<file path="src/rtl/instr_fetch_decode.sv">
// Fetch/decode front end: walks program ROM, assembles 1- or 2-byte instructions,
// resolves BRA/BHI/BEQ locally and presents decoded fields to the execute stage.
module instr_fetch_decode #(
  parameter logic [7:0] RESET_PC     = 8'd0,
  parameter logic [7:0] FLAG_TIMEOUT = 8'd255
) (
  input  logic       clk,
  input  logic       reset,
  output logic [7:0] pc_addr,
  input  logic [7:0] rom_data,
  input  logic       flags_valid,
  input  logic       flag_hi,
  input  logic       flag_eq,
  output logic       dec_valid,
  input  logic       dec_ready,
  output logic [5:0] dec_opcode,
  output logic [1:0] dec_rd,
  output logic [1:0] dec_rs,
  output logic [7:0] dec_imm,
  output logic [7:0] dec_pc,
  output logic       illegal
);

  typedef enum logic [2:0] {
    S_HOLD    = 3'd0,
    S_F1      = 3'd1,
    S_F2      = 3'd2,
    S_ISSUE   = 3'd3,
    S_BR_WAIT = 3'd4
  } state_t;

  localparam logic [5:0] OP_ADD        = 6'b000000;
  localparam logic [5:0] OP_SUB        = 6'b000001;
  localparam logic [5:0] OP_MUL        = 6'b000010;
  localparam logic [5:0] OP_MOV        = 6'b000100;
  localparam logic [5:0] OP_NOP        = 6'b000111;
  localparam logic [5:0] OP_LD_IMM     = 6'b100000;
  localparam logic [5:0] OP_LD_MEM     = 6'b100001;
  localparam logic [5:0] OP_CMP        = 6'b100011;
  localparam logic [5:0] OP_DEC        = 6'b100101;
  localparam logic [5:0] OP_INPUT      = 6'b100110;
  localparam logic [5:0] OP_OUTPUT     = 6'b100111;
  localparam logic [5:0] OP_BRA        = 6'b101010;
  localparam logic [5:0] OP_BHI        = 6'b101100;
  localparam logic [5:0] OP_BEQ        = 6'b101101;
  localparam logic [5:0] OP_LD_MEM_REG = 6'b110000;

  // Short ops carry a 4-bit opcode in the top nibble, long ops a 6-bit one.
  function automatic logic [5:0] op_of(input logic [7:0] b);
    if (b[7]) begin
      return b[7:2];
    end else begin
      return {2'b00, b[7:4]};
    end
  endfunction

  function automatic logic is_two_byte(input logic [5:0] op);
    case (op)
      OP_LD_IMM, OP_LD_MEM, OP_CMP, OP_BRA, OP_BHI, OP_BEQ: return 1'b1;
      default:                                              return 1'b0;
    endcase
  endfunction

  function automatic logic is_legal_one_byte(input logic [5:0] op);
    case (op)
      OP_ADD, OP_SUB, OP_MUL, OP_MOV, OP_NOP,
      OP_DEC, OP_INPUT, OP_OUTPUT, OP_LD_MEM_REG: return 1'b1;
      default:                                   return 1'b0;
    endcase
  endfunction

  state_t     state_r, state_s;
  logic [7:0] pc_r, pc_s;
  logic [7:0] instr_r, instr_s;
  logic [7:0] ipc_r, ipc_s;
  logic [7:0] tgt_r, tgt_s;
  logic [7:0] cnt_r, cnt_s;
  logic       valid_r, valid_s;
  logic [5:0] opcode_r, opcode_s;
  logic [1:0] rd_r, rd_s;
  logic [1:0] rs_r, rs_s;
  logic [7:0] imm_r, imm_s;
  logic [7:0] dpc_r, dpc_s;
  logic       illegal_r, illegal_s;

  logic [5:0] op_fetch_s;
  logic [5:0] op_held_s;
  logic       taken_s;

  assign op_fetch_s = op_of(rom_data);
  assign op_held_s  = op_of(instr_r);
  assign taken_s    = (op_held_s == OP_BHI) ? flag_hi : flag_eq;

  // Next-state and next-output computation for the fetch FSM.
  always_comb begin
    state_s   = state_r;
    pc_s      = pc_r;
    instr_s   = instr_r;
    ipc_s     = ipc_r;
    tgt_s     = tgt_r;
    cnt_s     = cnt_r;
    valid_s   = valid_r;
    opcode_s  = opcode_r;
    rd_s      = rd_r;
    rs_s      = rs_r;
    imm_s     = imm_r;
    dpc_s     = dpc_r;
    illegal_s = 1'b0;

    case (state_r)
      S_HOLD: begin
        state_s = S_F1;
      end

      S_F1: begin
        instr_s = rom_data;
        ipc_s   = pc_r;
        pc_s    = pc_r + 8'd1;
        if (is_two_byte(op_fetch_s)) begin
          state_s = S_F2;
        end else begin
          state_s = S_ISSUE;
          valid_s = 1'b1;
          imm_s   = 8'd0;
          dpc_s   = pc_r;
          if (is_legal_one_byte(op_fetch_s)) begin
            opcode_s = op_fetch_s;
            rd_s     = rom_data[7] ? rom_data[1:0] : rom_data[3:2];
            rs_s     = rom_data[7] ? 2'd0 : rom_data[1:0];
          end else begin
            // Unknown encodings flow downstream as a harmless NOP.
            opcode_s  = OP_NOP;
            rd_s      = 2'd0;
            rs_s      = 2'd0;
            illegal_s = 1'b1;
          end
        end
      end

      S_F2: begin
        pc_s = pc_r + 8'd1;
        if (op_held_s == OP_BRA) begin
          pc_s    = rom_data;
          state_s = S_F1;
        end else if ((op_held_s == OP_BHI) || (op_held_s == OP_BEQ)) begin
          tgt_s   = rom_data;
          cnt_s   = 8'd0;
          state_s = S_BR_WAIT;
        end else begin
          state_s  = S_ISSUE;
          valid_s  = 1'b1;
          opcode_s = op_held_s;
          rd_s     = instr_r[1:0];
          rs_s     = 2'd0;
          imm_s    = rom_data;
          dpc_s    = ipc_r;
        end
      end

      S_ISSUE: begin
        if (dec_ready) begin
          valid_s = 1'b0;
          state_s = S_F1;
        end else begin
          state_s = S_ISSUE;
        end
      end

      S_BR_WAIT: begin
        if (flags_valid) begin
          if (taken_s) begin
            pc_s = tgt_r;
          end else begin
            pc_s = pc_r;
          end
          cnt_s   = 8'd0;
          state_s = S_F1;
        end else if ((FLAG_TIMEOUT != 8'd0) && (cnt_r == (FLAG_TIMEOUT - 8'd1))) begin
          // Flags never arrived: report it and fall through to the next instruction.
          illegal_s = 1'b1;
          cnt_s     = 8'd0;
          state_s   = S_F1;
        end else begin
          cnt_s = cnt_r + 8'd1;
        end
      end

      default: begin
        state_s = S_HOLD;
      end
    endcase
  end

  // State register; the low reset level also discards any pending instruction.
  always_ff @(posedge clk) begin
    if (!reset) begin
      state_r   <= S_HOLD;
      pc_r      <= RESET_PC;
      instr_r   <= 8'd0;
      ipc_r     <= 8'd0;
      tgt_r     <= 8'd0;
      cnt_r     <= 8'd0;
      valid_r   <= 1'b0;
      opcode_r  <= 6'd0;
      rd_r      <= 2'd0;
      rs_r      <= 2'd0;
      imm_r     <= 8'd0;
      dpc_r     <= 8'd0;
      illegal_r <= 1'b0;
    end else begin
      state_r   <= state_s;
      pc_r      <= pc_s;
      instr_r   <= instr_s;
      ipc_r     <= ipc_s;
      tgt_r     <= tgt_s;
      cnt_r     <= cnt_s;
      valid_r   <= valid_s;
      opcode_r  <= opcode_s;
      rd_r      <= rd_s;
      rs_r      <= rs_s;
      imm_r     <= imm_s;
      dpc_r     <= dpc_s;
      illegal_r <= illegal_s;
    end
  end

  assign pc_addr    = pc_r;
  assign dec_valid  = valid_r;
  assign dec_opcode = opcode_r;
  assign dec_rd     = rd_r;
  assign dec_rs     = rs_r;
  assign dec_imm    = imm_r;
  assign dec_pc     = dpc_r;
  assign illegal    = illegal_r;

endmodule

</file>
<file path="config.mk">
export PLATFORM = sky130hd
export DESIGN_NAME = instr_fetch_decode
export DESIGN_NICKNAME = d
export VERILOG_FILES = /design/src/rtl/instr_fetch_decode.sv
export SDC_FILE = /design/constraint.sdc
export NUM_CORES = 1
export LEC_CHECK = 0
export BUFFER_PORTS_ARGS = -buffer_cell sky130_fd_sc_hd__buf_4
export CAP_MARGIN = 20
export CORE_UTILIZATION = 35
export CTS_CLUSTER_SIZE = 24
export DETAILED_ROUTE_END_ITERATION = 8
export PLACE_DENSITY = 0.55
export SETUP_SLACK_MARGIN = 0.5
export SLEW_MARGIN = 10
export SYNTH_ARGS = -nofsm -noshare
export SYNTH_HDL_FRONTEND = slang
export SYNTH_SLANG_ARGS = --single-unit
</file>
<file path="constraint.sdc">
create_clock -name clk -period 1.9 [get_ports clk]
set_clock_uncertainty 0.15 [all_clocks]
set_input_delay 0.19 -clock clk [delete_from_list [all_inputs] [get_ports clk]]
set_output_delay 0.19 -clock clk [all_outputs]
set_load 0.005 [all_outputs]
</file>
* After elaboration in Yosys (flattened, before gate mapping) *
Cells that the tools add are included.

word-level totals
  bits of input ports = 14
  output and inout bits = 36
  bits in registers = 71
  logic and storage cells = 119

cells by class
  bitwise gates (word level) = 1
  reductions and logical operators = 14
  eq/ne operators = 30
  add/subtract/negate cells = 2
  mux-type cells = 59

operators by type and width
  kind                                           count
  2-to-1 mux 8 bit                               13
  == test 6 bit, second input constant           13
  one-hot mux 8 bit (2 select lines)             3
  2-to-1 mux 6 bit                               6
  one-hot mux 8 bit (3 select lines)             1
  2-to-1 mux 2 bit                               11
  adder 8 x 1 -> 8 bit, second input constant    2
  2-to-1 mux 1 bit                               15
  one-hot mux 3 bit (5 select lines)             1
  inequality test 2 bit, second input constant   7
  == test 6 x 3 -> 1 bit, second input constant  2
  2-to-1 mux 3 bit                               4
  one-hot mux 6 bit (2 select lines)             1
  AND reduction 3 bit                            3
  OR reduction 9 bit                             1
  == test 8 bit, second input constant           1
  one-hot mux 2 bit (2 select lines)             2
  == test 3 x 2 -> 1 bit, second input constant  2
  == test 6 x 1 -> 1 bit, second input constant  1
  == test 6 x 2 -> 1 bit, second input constant  1
  logical NOT 6 bit                              1
  nonzero test 3 bit                             2
  OR reduction 6 bit                             1
  AND reduction 5 bit                            1
  other kinds (10)                               11

* Logic depth before layout (Yosys ltp) *
Gate-level depths: netlist of the first run.

  depth in word-level cells = 10
  mapped depth = 8
  mapped depth without buffers = 6

* Worst setup path before layout of the first run *
OpenSTA, ideal clock, no wires.

  path type = flip-flop to flip-flop
  start point = register state_r[2]
  end point = register cnt_r[1]
  path buffers = 3
  setup time = 136 ps
  arrival = 1,671 ps
  required time = 1,614 ps
  period minus slack after synthesis = 1,957 ps
  cell stages (with the launch flop) = 9
  path slack = -57 ps
  cell sequence = dfxtp_1 > buf_6 > or3b_4 > buf_6 > nor3_1 > buf_4 > nor2_1 > o21ai_4 > a211oi_1

on the way
  cells in the longest elaborated chain, start to end = 3
  elaborated cells on any way between the ends = 7
  classes of those cells = eq/ne: 4; mux: 1; reduce/logical: 2

RTL lines
  what                                                                                 line  text
  start: declaration                                                                   72    state_t state_r, state_s;
  start signal: assignment                                                             211   state_r <= state_s;
  == test 3 x 2 -> 1 bit / == test 3 bit (equally long branches)                       110   case (state_r)
  inequality test 2 bit (no source line) / nonzero test 2 bit (equally long branches)  -
  AND reduction 3 bit (no source line)                                                 -
  end signal: assignment                                                               216   cnt_r <= cnt_s;
  end: declaration                                                                     77    logic [7:0] cnt_r, cnt_s;

Several ways; a longest one is shown, not always the timed one.
A chain may end at the register's enable or synchronous reset.

* Final worst setup path of the first run *
  start point = register instr_r[3]
  end point = register rd_r[1] (netlist: dec_rd[1])

on the way
  cells in the longest elaborated chain, start to end = 5
  elaborated cells on any way between the ends = 8
  classes of those cells = eq/ne: 5; mux: 1; reduce/logical: 2

RTL lines
  what                                    line  text
  start: declaration                      74    logic [7:0] instr_r, instr_s;
  start signal: assignment                213   instr_r <= instr_s;
  2-to-1 mux 6 bit *                      50    if (b[7]) begin
  == test 6 bit                           145   end else if ((op_held_s == OP_BHI) || (op_held_s == OP_BEQ)) begin
  logical OR 1 bit                        145
  inequality test 2 bit (no source line)  -
  AND reduction 4 bit (no source line) *  -
  end signal: assignment                  219   rd_r <= rd_s;
  end: declaration                        80    logic [1:0] rd_r, rd_s;

Every way passes the cells marked *; elsewhere a longest branch is shown, timed or not.

==> flow_metrics.env, run 1 <==
export IMPL_status="finished, violations left"
export IMPL_violations="negative setup slack"
export IMPL_hold_viol=0
export IMPL_n_fill_cell=854
export IMPL_syn_inst=411
export IMPL_yosys_top_cells_area="dfxtp_1 41%, nand2_1 7.6%, a21oi_1 6.8%, mux2i_1 4.4%, nor2_1 4.1%"
export IMPL_place_area_um2=4420
export IMPL_min_path_type="in2reg"
export IMPL_synth_simple_area_share_pct=24.2
export IMPL_wire_per_inst_um=16.9
export IMPL_grt_pass1_wl_um=17400
export IMPL_cp_start_kind="flop"
export IMPL_fmax_ghz=0.498
export IMPL_first_pass_iters=4
export IMPL_core_um2=9370
export IMPL_areaGrowthSynthToFinish_pct=61.6
export IMPL_startpoint="instr_r[3]"
export IMPL_worstRegToRegCells=9
export IMPL_clk_latency_ps=350
export IMPL_seq_area_um2=1440
export IMPL_synth_warnings=0
export IMPL_place_congestion=0.861
export IMPL_grt_max_degree=52
export IMPL_grt_pass1_vias=3426
export IMPL_slew_violations=0
export IMPL_clk_path_buf_depth=2
export IMPL_synth_compound_area_share_pct=20.7
export IMPL_post_route_drc_count=0
export IMPL_internal_power_mw=2.63
export IMPL_cts_sinks=71
export IMPL_yosys_area_share_adder_pct=1.38
export IMPL_syn_area_um2=3440
export IMPL_fin_crit_ps=2010
export IMPL_die_area_um2=10200
export IMPL_worstSetupEndpointType="flop"
export IMPL_wl_um=11300
export IMPL_multi_input_area_um2=2380
export IMPL_swShare_pct=29.4
export IMPL_vdd_ir_drop_max_mv=0.313
export IMPL_p_leak_nw=2.24
export IMPL_crit_end="dec_rd[1]"
export IMPL_dieWidth_um=101
export IMPL_grt_use_total_pct=22.2
export IMPL_cts_clk_slew_worst_paths_ps=80
export IMPL_synth_top_area_share_pct=41.4
export IMPL_cts_tree="done"
export IMPL_setup_slack_ps=-109
export IMPL_clkPwrFrac_pct=33.5
export IMPL_fin_util_pct=59.3
export IMPL_required_ps=2040
export IMPL_vias=3612
export IMPL_synthMuxAreaShare_pct=5.02
export IMPL_maxCapViolCount=0
export IMPL_initial_core_util_pct=36.7
export IMPL_synthXorXnorAreaFrac_pct=2.04
export IMPL_antenna_left=0
export IMPL_async_flop_share_pct=0
export IMPL_worst_pin_slew_ps=446
export IMPL_path_class="reg2reg"
export IMPL_first_iter_violations=104
export IMPL_synth_nets=428
export IMPL_grt_antenna_before_repair=0
export IMPL_ios=50
export IMPL_p_seq_share_pct=42.8
export IMPL_r2r_setup_slack_ps=-110
export IMPL_clockRootBuffer="clkbuf_8"
export IMPL_htree_levels=3
export IMPL_seq_area_frac_synth_pct=41.4
export IMPL_antenna_cells=0
export IMPL_hpwl_um=6830
export IMPL_setup_violations_final=30
export IMPL_switchingPower_mw=1.10
export IMPL_regToRegStartpoint="instr_r[3]"
export IMPL_port_buffers=49
export IMPL_drive_above_1_share_pct=52.0
export IMPL_max_slew_margin_rel_pct=70.3
export IMPL_cp_arrival_ps=2150
export IMPL_fin_crit_sh_pct=106
export IMPL_synth_top_flop_cell="dfxtp_1"
export IMPL_crit_fanout=6
export IMPL_yosys_area_top_type="dfxtp_1"
export IMPL_fp_dieH_um=101
export IMPL_synth_cell_type_count=59
export IMPL_power_frac_comb_pct=23.7
export IMPL_cts_buffers=9
export IMPL_rows=35
export IMPL_yosys_register_bits=71
export IMPL_power_density_nw_per_um2=671
export IMPL_finalInstanceArea_um2=5550
export IMPL_synth_avg_cell_area_um2=8.36
export IMPL_nNetsFinal=554
export IMPL_synth_top_family_by_area="simple AND/OR/NAND/NOR gates"
export IMPL_timing_rr_end="dec_rd[1]"
export IMPL_synth_edf_count=0
export IMPL_rsz0062_at_grt="yes"
export IMPL_avgViaCountPerCell=5.38
export IMPL_grt_overflow_total=0
==> state kept, by name, indices dropped and copies added, names as in the netlist, 3 cells and up <==
name and cells:
instr_r 8, state_r 3, tgt_r 8, ipc_r 8, dec_pc 8, dec_imm 8
dec_opcode 6, pc_addr 8, cnt_r 8
==> cells in the final DEF, fill, tap and decap left out, types with 10 or more instances in the layout <==
cell      instances
buf_4           105
dfxtp_1          60
mux2i_1          15
nand2_1          52
clkbuf_8         10
nand3_2          10
a21oi_2          25
a21oi_1          21
nor2_1           28
buf_6            23
==> how the worst min path moves through the flow <==
stage / from / endpoint / slack (ps) / depth (start not counted)
3_3_place_gp: ipc_r[6] / ipc_r[6] / 290 / 2
4_1_cts: rom_data[0] / dec_rs[0] / 10 / 3
5_1_grt: rom_data[0] / dec_rs[0] / 20 / 3
2_1_floorplan: rom_data[0] / instr_r[0] / 180 / 2
6_report: rom_data[0] / dec_rs[0] / 20 / 3
3_5_place_dp: dec_imm[7] / dec_imm[7] / 300 / 2
==> kinds of logic after synthesis <==
group           Yosys count
fa+ha+maj                 4
compound gates          102
buf+inv                  39
xor+xnor                  8
flops                    71
mux                      17
simple gates            170
==> worst max-delay path, stage by stage (launching register included) <==
cell	delay [ps]
dfxtp_2	340
or3b_4	400
a21o_4	230
buf_6	120
a32oi_2	170
buf_6	160
buf_12	120
buf_4	100
a221oi_2	40
nor2_1	110
==> routing by layer <==
metal | vias to the layer above | track usage (%) | wire length [µm]
li1 | 1734 | - | -
met1 | 1746 | 29.1 | 5210
met2 | 119 | 36.6 | 5340
met3 | 13 | 3.68 | 602
met4 | 0 | 7.80 | 187
met5 | - | 0 | 0
==> cell usage after synthesis (4+ instances only) <==
master,number
mux2i_1,15
o32ai_1,5
a21oi_1,47
buf_1,4
nor2_1,38
dfxtp_1,71
nor3_1,10
nand2_1,70
a311oi_1,6
o21ai_0,5
buf_2,13
and3_1,4
nand4_1,4
inv_1,6
xor2_1,7
nand3_1,14
clkbuf_1,13
a221oi_1,10
==> cell type report <==
class,instances,share of cell area [%]
multi-input combinational,304,42.9
sequential,71,25.9
timing repair buffer,145,24.3
tap,129,2.91
clock buffer,10,2.48
clock inverter,6,1.08
inverter,6,0.405
==> power groups by stage <==
stage / Clock (mW) / Sequential, mW / Combinational, mW
2_1_floorplan: 0 / 1.63 / 0.332
3_3_place_gp: 0 / 1.62 / 0.612
3_5_place_dp: 0 / 1.63 / 0.620
4_1_cts: 1.27 / 1.59 / 0.738
5_1_grt: 1.35 / 1.60 / 0.940
6_report: 1.25 / 1.59 / 0.884
==> metrics by stage <==
stage	hold WS (ps)	total power, mW	setup TNS [ps]	setup WS, ps	std cells
after global routing	18.5	3.88	-3490	-147	671
after CTS	9.69	3.60	-612	-49.7	655
after global placement	294	2.23	-1710	-113	620
after detailed placement	297	2.25	-2300	-122	620
final	22.4	3.73	-1540	-109	671
after floorplan	176	1.96	-32.6	-10.8	411
==> timing repair <==
item | CTS | global route
hold buffers | 4 | 0
cloned | 4 | 1
pin swaps | 29 | 30
endpoints found under the hold margin | 6 | 0
gates resized for setup | 59 | 92
buffers inserted | 11 | 15
setup endpoints to repair | 71 | 72
Power figures use the tool's default switching activity.
==> inputs of run 2 (changes only) <==
CTS_BUF_LIST = sky130_fd_sc_hd__clkbuf_8   (was default)
SKIP_CTS_REPAIR_TIMING = 1   (was default)
==> flow_metrics.env, run 2 (same netlist as run 1, synthesis figures left out) <==
export IMPL_cp_start_kind="flop"
export IMPL_nNetsFinal=540
export IMPL_cts_buffers=9
export IMPL_dieWidth_um=101
export IMPL_final_common_cell="buf_4"
export IMPL_fp_dieH_um=101
export IMPL_antenna_left=0
export IMPL_clk_latency_ps=350
export IMPL_post_route_drc_count=0
export IMPL_status="finished, violations left"
export IMPL_regToRegStartpoint="instr_r[3]"
export IMPL_first_iter_violations=146
export IMPL_antenna_cells=0
export IMPL_rows=35
export IMPL_hp_start="dec_ready"
export IMPL_grt_antenna_before_repair=0
export IMPL_core_um2=9370
export IMPL_rsz0062_at_grt="yes"
export IMPL_clk_path_buf_depth=2
export IMPL_required_ps=2000
export IMPL_vdd_ir_drop_max_mv=0.310
export IMPL_avgViaCountPerCell=5.29
export IMPL_die_area_um2=10200
export IMPL_areaGrowthSynthToFinish_pct=49.5
export IMPL_setup_tns_ps=-340
export IMPL_worstSetupEndpointType="flop"
export IMPL_hold_end="state_r[1]"
export IMPL_setup_slack_ps=-46.9
export IMPL_timing_rr_end="dec_opcode[1]"
export IMPL_worstRegToRegCells=8
export IMPL_crit_fanout=4
export IMPL_hpwl_um=6830
export IMPL_vias=3473
export IMPL_worst_pin_slew_ps=613
export IMPL_grt_overflow_total=0
export IMPL_holdWs_ps=-4.21
export IMPL_path_class="reg2reg"
export IMPL_violations="negative hold slack, negative setup slack"
export IMPL_fin_crit_ps=1950
export IMPL_fin_crit_sh_pct=102
export IMPL_grt_pass1_vias=3145
export IMPL_maxCapViolCount=0
export IMPL_ios=50
export IMPL_htree_levels=3
export IMPL_first_pass_iters=4
export IMPL_p_total_mw=3.60
export IMPL_min_path_type="in2reg"
export IMPL_clockRootBuffer="clkbuf_8"
export IMPL_cts_sinks=71
export IMPL_r2r_setup_slack_ps=-50
export IMPL_wl_um=10700
export IMPL_power_density_nw_per_um2=702
export IMPL_grt_pass1_wl_um=15700
export IMPL_cts_clk_slew_worst_paths_ps=80
export IMPL_grt_max_degree=52
export IMPL_drive_above_1_share_pct=42.6
export IMPL_setup_violations_final=20
export IMPL_grt_use_total_pct=20.0
export IMPL_hold_depth=3
export IMPL_cts_tree="done"
export IMPL_wire_per_inst_um=16.3
export IMPL_cp_arrival_ps=2040
export IMPL_port_buffers=49
export IMPL_slew_violations=0
export IMPL_place_congestion=0.861
export IMPL_initial_core_util_pct=36.7
export IMPL_max_slew_margin_rel_pct=59.1
export IMPL_hold_viol=1
export IMPL_p_leak_nw=2.05
export IMPL_mostFrequentLayoutCells="106 x buf_4, 68 x nand2_1, 63 x dfxtp_1"
export IMPL_fmax_ghz=0.514
run 2: cell types whose count changed in the layout (fill, tap and decap cells not counted), moves of 3 or more:
| cell | delta |
|---|---|
| nor2_2 | -7 |
| a21oi_1 | +13 |
| a21oi_2 | -13 |
| dfxtp_1 | +3 |
| nand2_1 | +16 |
| nand2_2 | -7 |
| nor2_1 | +6 |
| nand2_4 | -9 |
| buf_6 | -8 |
run 2: final cells by class:
type                       count  area [µm²]
sequential                    71        1430
fill                         907        4230
clock buffer                  10         138
tap                          129         161
multi-input combinational    303        2180
inverter                       6        22.5
clock inverter                 6        60.1
timing repair buffer         132        1150
run 2: power by group:
group / total [mW] / leakage (nW) / switching (mW) / internal, mW
registers: 1.59 / 0.582 / 0.0400 / 1.55
clock network: 1.25 / 0.0981 / 0.611 / 0.635
logic: 0.765 / 1.37 / 0.383 / 0.382
run 2: per-layer routing:
layer  track usage (%)  vias to the layer above  share of wire, %
met2              33.8                       91                49
li1                  -                     1698                 -
met5                 0                        -                 0
met3              3.54                       10               5.0
met4              6.69                        0               1.3
met1              25.7                     1674                45
run 2: worst max path at each step:
stage | to | cells past startpoint | start | slack [ps]
2_1_floorplan | cnt_r[1] | 8 | state_r[2] | -10
3_3_place_gp | dec_opcode[4] | 7 | rom_data[3] | -110
3_5_place_dp | dec_pc[3] | 6 | rom_data[3] | -120
4_1_cts | dec_opcode[4] | 6 | instr_r[4] | -120
5_1_grt | pc_addr[4] | 7 | instr_r[2] | -130
6_report | dec_opcode[1] | 8 | instr_r[3] | -50
run 2: critical path, cell delays in order (launching register included):
cell and delay, ps:
dfxtp_2 340, or3b_4 380, a21o_1 230, buf_6 130, a32oi_2 170, buf_6 150, buf_4 110, a221o_1 120
a21oi_2 60
run 2: metrics by stage:
step / area [µm²] / setup slack (ps) / instances / utilization, % / hold slack, ps
CTS: 4620 / -121 / 636 / 49.3 / -31.3
finish: 5140 / -46.9 / 657 / 54.8 / -4.21
global route: 5140 / -130 / 657 / 54.8 / 18.4
detailed placement: 4420 / -122 / 620 / 47.2 / 297
floorplan: 3570 / -10.8 / 411 / - / 176
global placement: 4420 / -113 / 620 / 47.2 / 294
==> inputs of run 3 (changes only) <==
CORE_ASPECT_RATIO = 1.2   (was default)
CTS_CLUSTER_DIAMETER = 120   (was default)
==> flow_metrics.env, run 3 (same netlist as run 1, synthesis figures left out) <==
export IMPL_violations="negative setup slack"
export IMPL_holdWs_ps=12.6
export IMPL_cp_slowest_cell="or3b_4"
export IMPL_fin_cells=658
export IMPL_use_met1_pct=24.0
export IMPL_die_area_um2=10200
export IMPL_areaGrowthSynthToFinish_pct=57.7
export IMPL_fmax_ghz=0.515
export IMPL_met2_usage_pct=32.6
export IMPL_wl_um=10900
export IMPL_first_pass_iters=5
export IMPL_mostFrequentLayoutCells="103 x buf_4, 63 x dfxtp_1, 52 x nand2_1"
export IMPL_grt_max_degree=28
export IMPL_p_total_mw=3.79
export IMPL_critical_path_top_delay_family="compound AO/OA/AOI/OAI gates"
export IMPL_crit_fanout=5
export IMPL_setup_slack_ps=-40.3
export IMPL_initial_core_util_pct=36.1
export IMPL_rows=39
export IMPL_swShare_pct=29.1
export IMPL_vdd_ir_drop_max_mv=0.412
export IMPL_power_frac_comb_pct=22.9
export IMPL_antenna_cells=0
export IMPL_wire_per_inst_um=16.6
export IMPL_antenna_left=0
export IMPL_placed_cells=618
export IMPL_final_common_cell="buf_4"
export IMPL_maxCapViolCount=0
export IMPL_core_um2=9520
export IMPL_hold_viol=0
export IMPL_setup_violations_final=13
export IMPL_cp_arrival_ps=2050
export IMPL_ios=50
export IMPL_cp_cell_sequence="or3b_4 -> a21o_4 -> a32o_4 -> buf_4 -> o21ai_1 -> nor2_1"
export IMPL_hpwl_um=6810
export IMPL_grt_use_met3_pct=3.72
export IMPL_internal_power_mw=2.69
export IMPL_status="finished, violations left"
export IMPL_dieWidth_um=92.5
export IMPL_fin_util_pct=57.0
export IMPL_power_density_nw_per_um2=698
export IMPL_clockRootBuffer="clkbuf_8"
export IMPL_dp_slack_ps=-143
export IMPL_fin_crit_sh_pct=102
export IMPL_place_area_um2=4450
export IMPL_fp_dieH_um=111
export IMPL_rsz0062_at_grt="yes"
export IMPL_fin_crit_ps=1940
export IMPL_path_class="reg2reg"
export IMPL_place_congestion=0.827
export IMPL_required_ps=2010
export IMPL_p_seq_share_pct=42.2
export IMPL_worst_path_buf_inv=1
export IMPL_drive_above_1_share_pct=48.4
export IMPL_first_iter_violations=172
export IMPL_grt_antenna_before_repair=0
export IMPL_nNetsFinal=547
export IMPL_critPathMaxStageDelay_ps=400
export IMPL_cts_tree="done"
export IMPL_min_path_type="in2reg"
export IMPL_switchingPower_mw=1.10
export IMPL_worst_pin_slew_ps=516
export IMPL_cp_start_kind="flop"
export IMPL_htree_levels=3
export IMPL_clk_path_buf_depth=2
export IMPL_grt_overflow_total=0
export IMPL_slew_violations=0
export IMPL_cts_buffers=9
export IMPL_clkPwrFrac_pct=34.9
export IMPL_worstSetupEndpointType="flop"
export IMPL_avgViaCountPerCell=5.38
export IMPL_setup_tns_ps=-252
export IMPL_max_slew_margin_rel_pct=65.6
export IMPL_p_leak_nw=2.14
export IMPL_finalInstanceArea_um2=5420
export IMPL_grt_pass1_vias=3292
export IMPL_grt_use_total_pct=19.4
export IMPL_top_usage_layer="met2"
export IMPL_cts_sinks=71
export IMPL_grt_pass1_wl_um=15700
export IMPL_clk_latency_ps=370
export IMPL_vias=3539
export IMPL_port_buffers=49
export IMPL_post_route_drc_count=0
export IMPL_cts_clk_slew_worst_paths_ps=80
## run 3: cell type report
class / count / area [µm²]
fill: 838 / 4090
clock inverter: 5 / 62.6
tap: 123 / 154
inverter: 6 / 22.5
multi-input combinational: 303 / 2310
timing repair buffer: 139 / 1290
clock buffer: 11 / 151
sequential: 71 / 1430
## run 3: worst register-to-register path: cells and delay by family (launching register included)
kind | cells | cell delay, ps
DFF | 1 | 340
AOI/OAI and AO/OA | 3 | 720
and+or+nand+nor | 2 | 450
buffers and inverters | 1 | 170
## run 3: final timing paths
path         cells past startpoint           from  slack [ps]             to
max reg2reg                      6     instr_r[3]         -40      dec_rd[0]
min                              3      dec_ready          10     state_r[1]
max                              6     instr_r[3]         -40      dec_rd[0]
min reg2reg                      2  dec_opcode[2]         310  dec_opcode[2]
## run 3: layer usage
metal / part of all wire (%) / vias up
met5: 0 / -
met4: 1.7 / 0
met3: 3.8 / 16
met2: 52 / 78
met1: 42 / 1723
li1: - / 1722
## run 3: power by group through the flow
stage               logic (mW)  clock network (mW)  registers [mW]
CTS                      0.617                1.34            1.59
floorplan                0.332                   0            1.63
finish                   0.867                1.32            1.60
detailed placement       0.615                   0            1.63
global placement         0.608                   0            1.62
global route             0.928                1.42            1.61
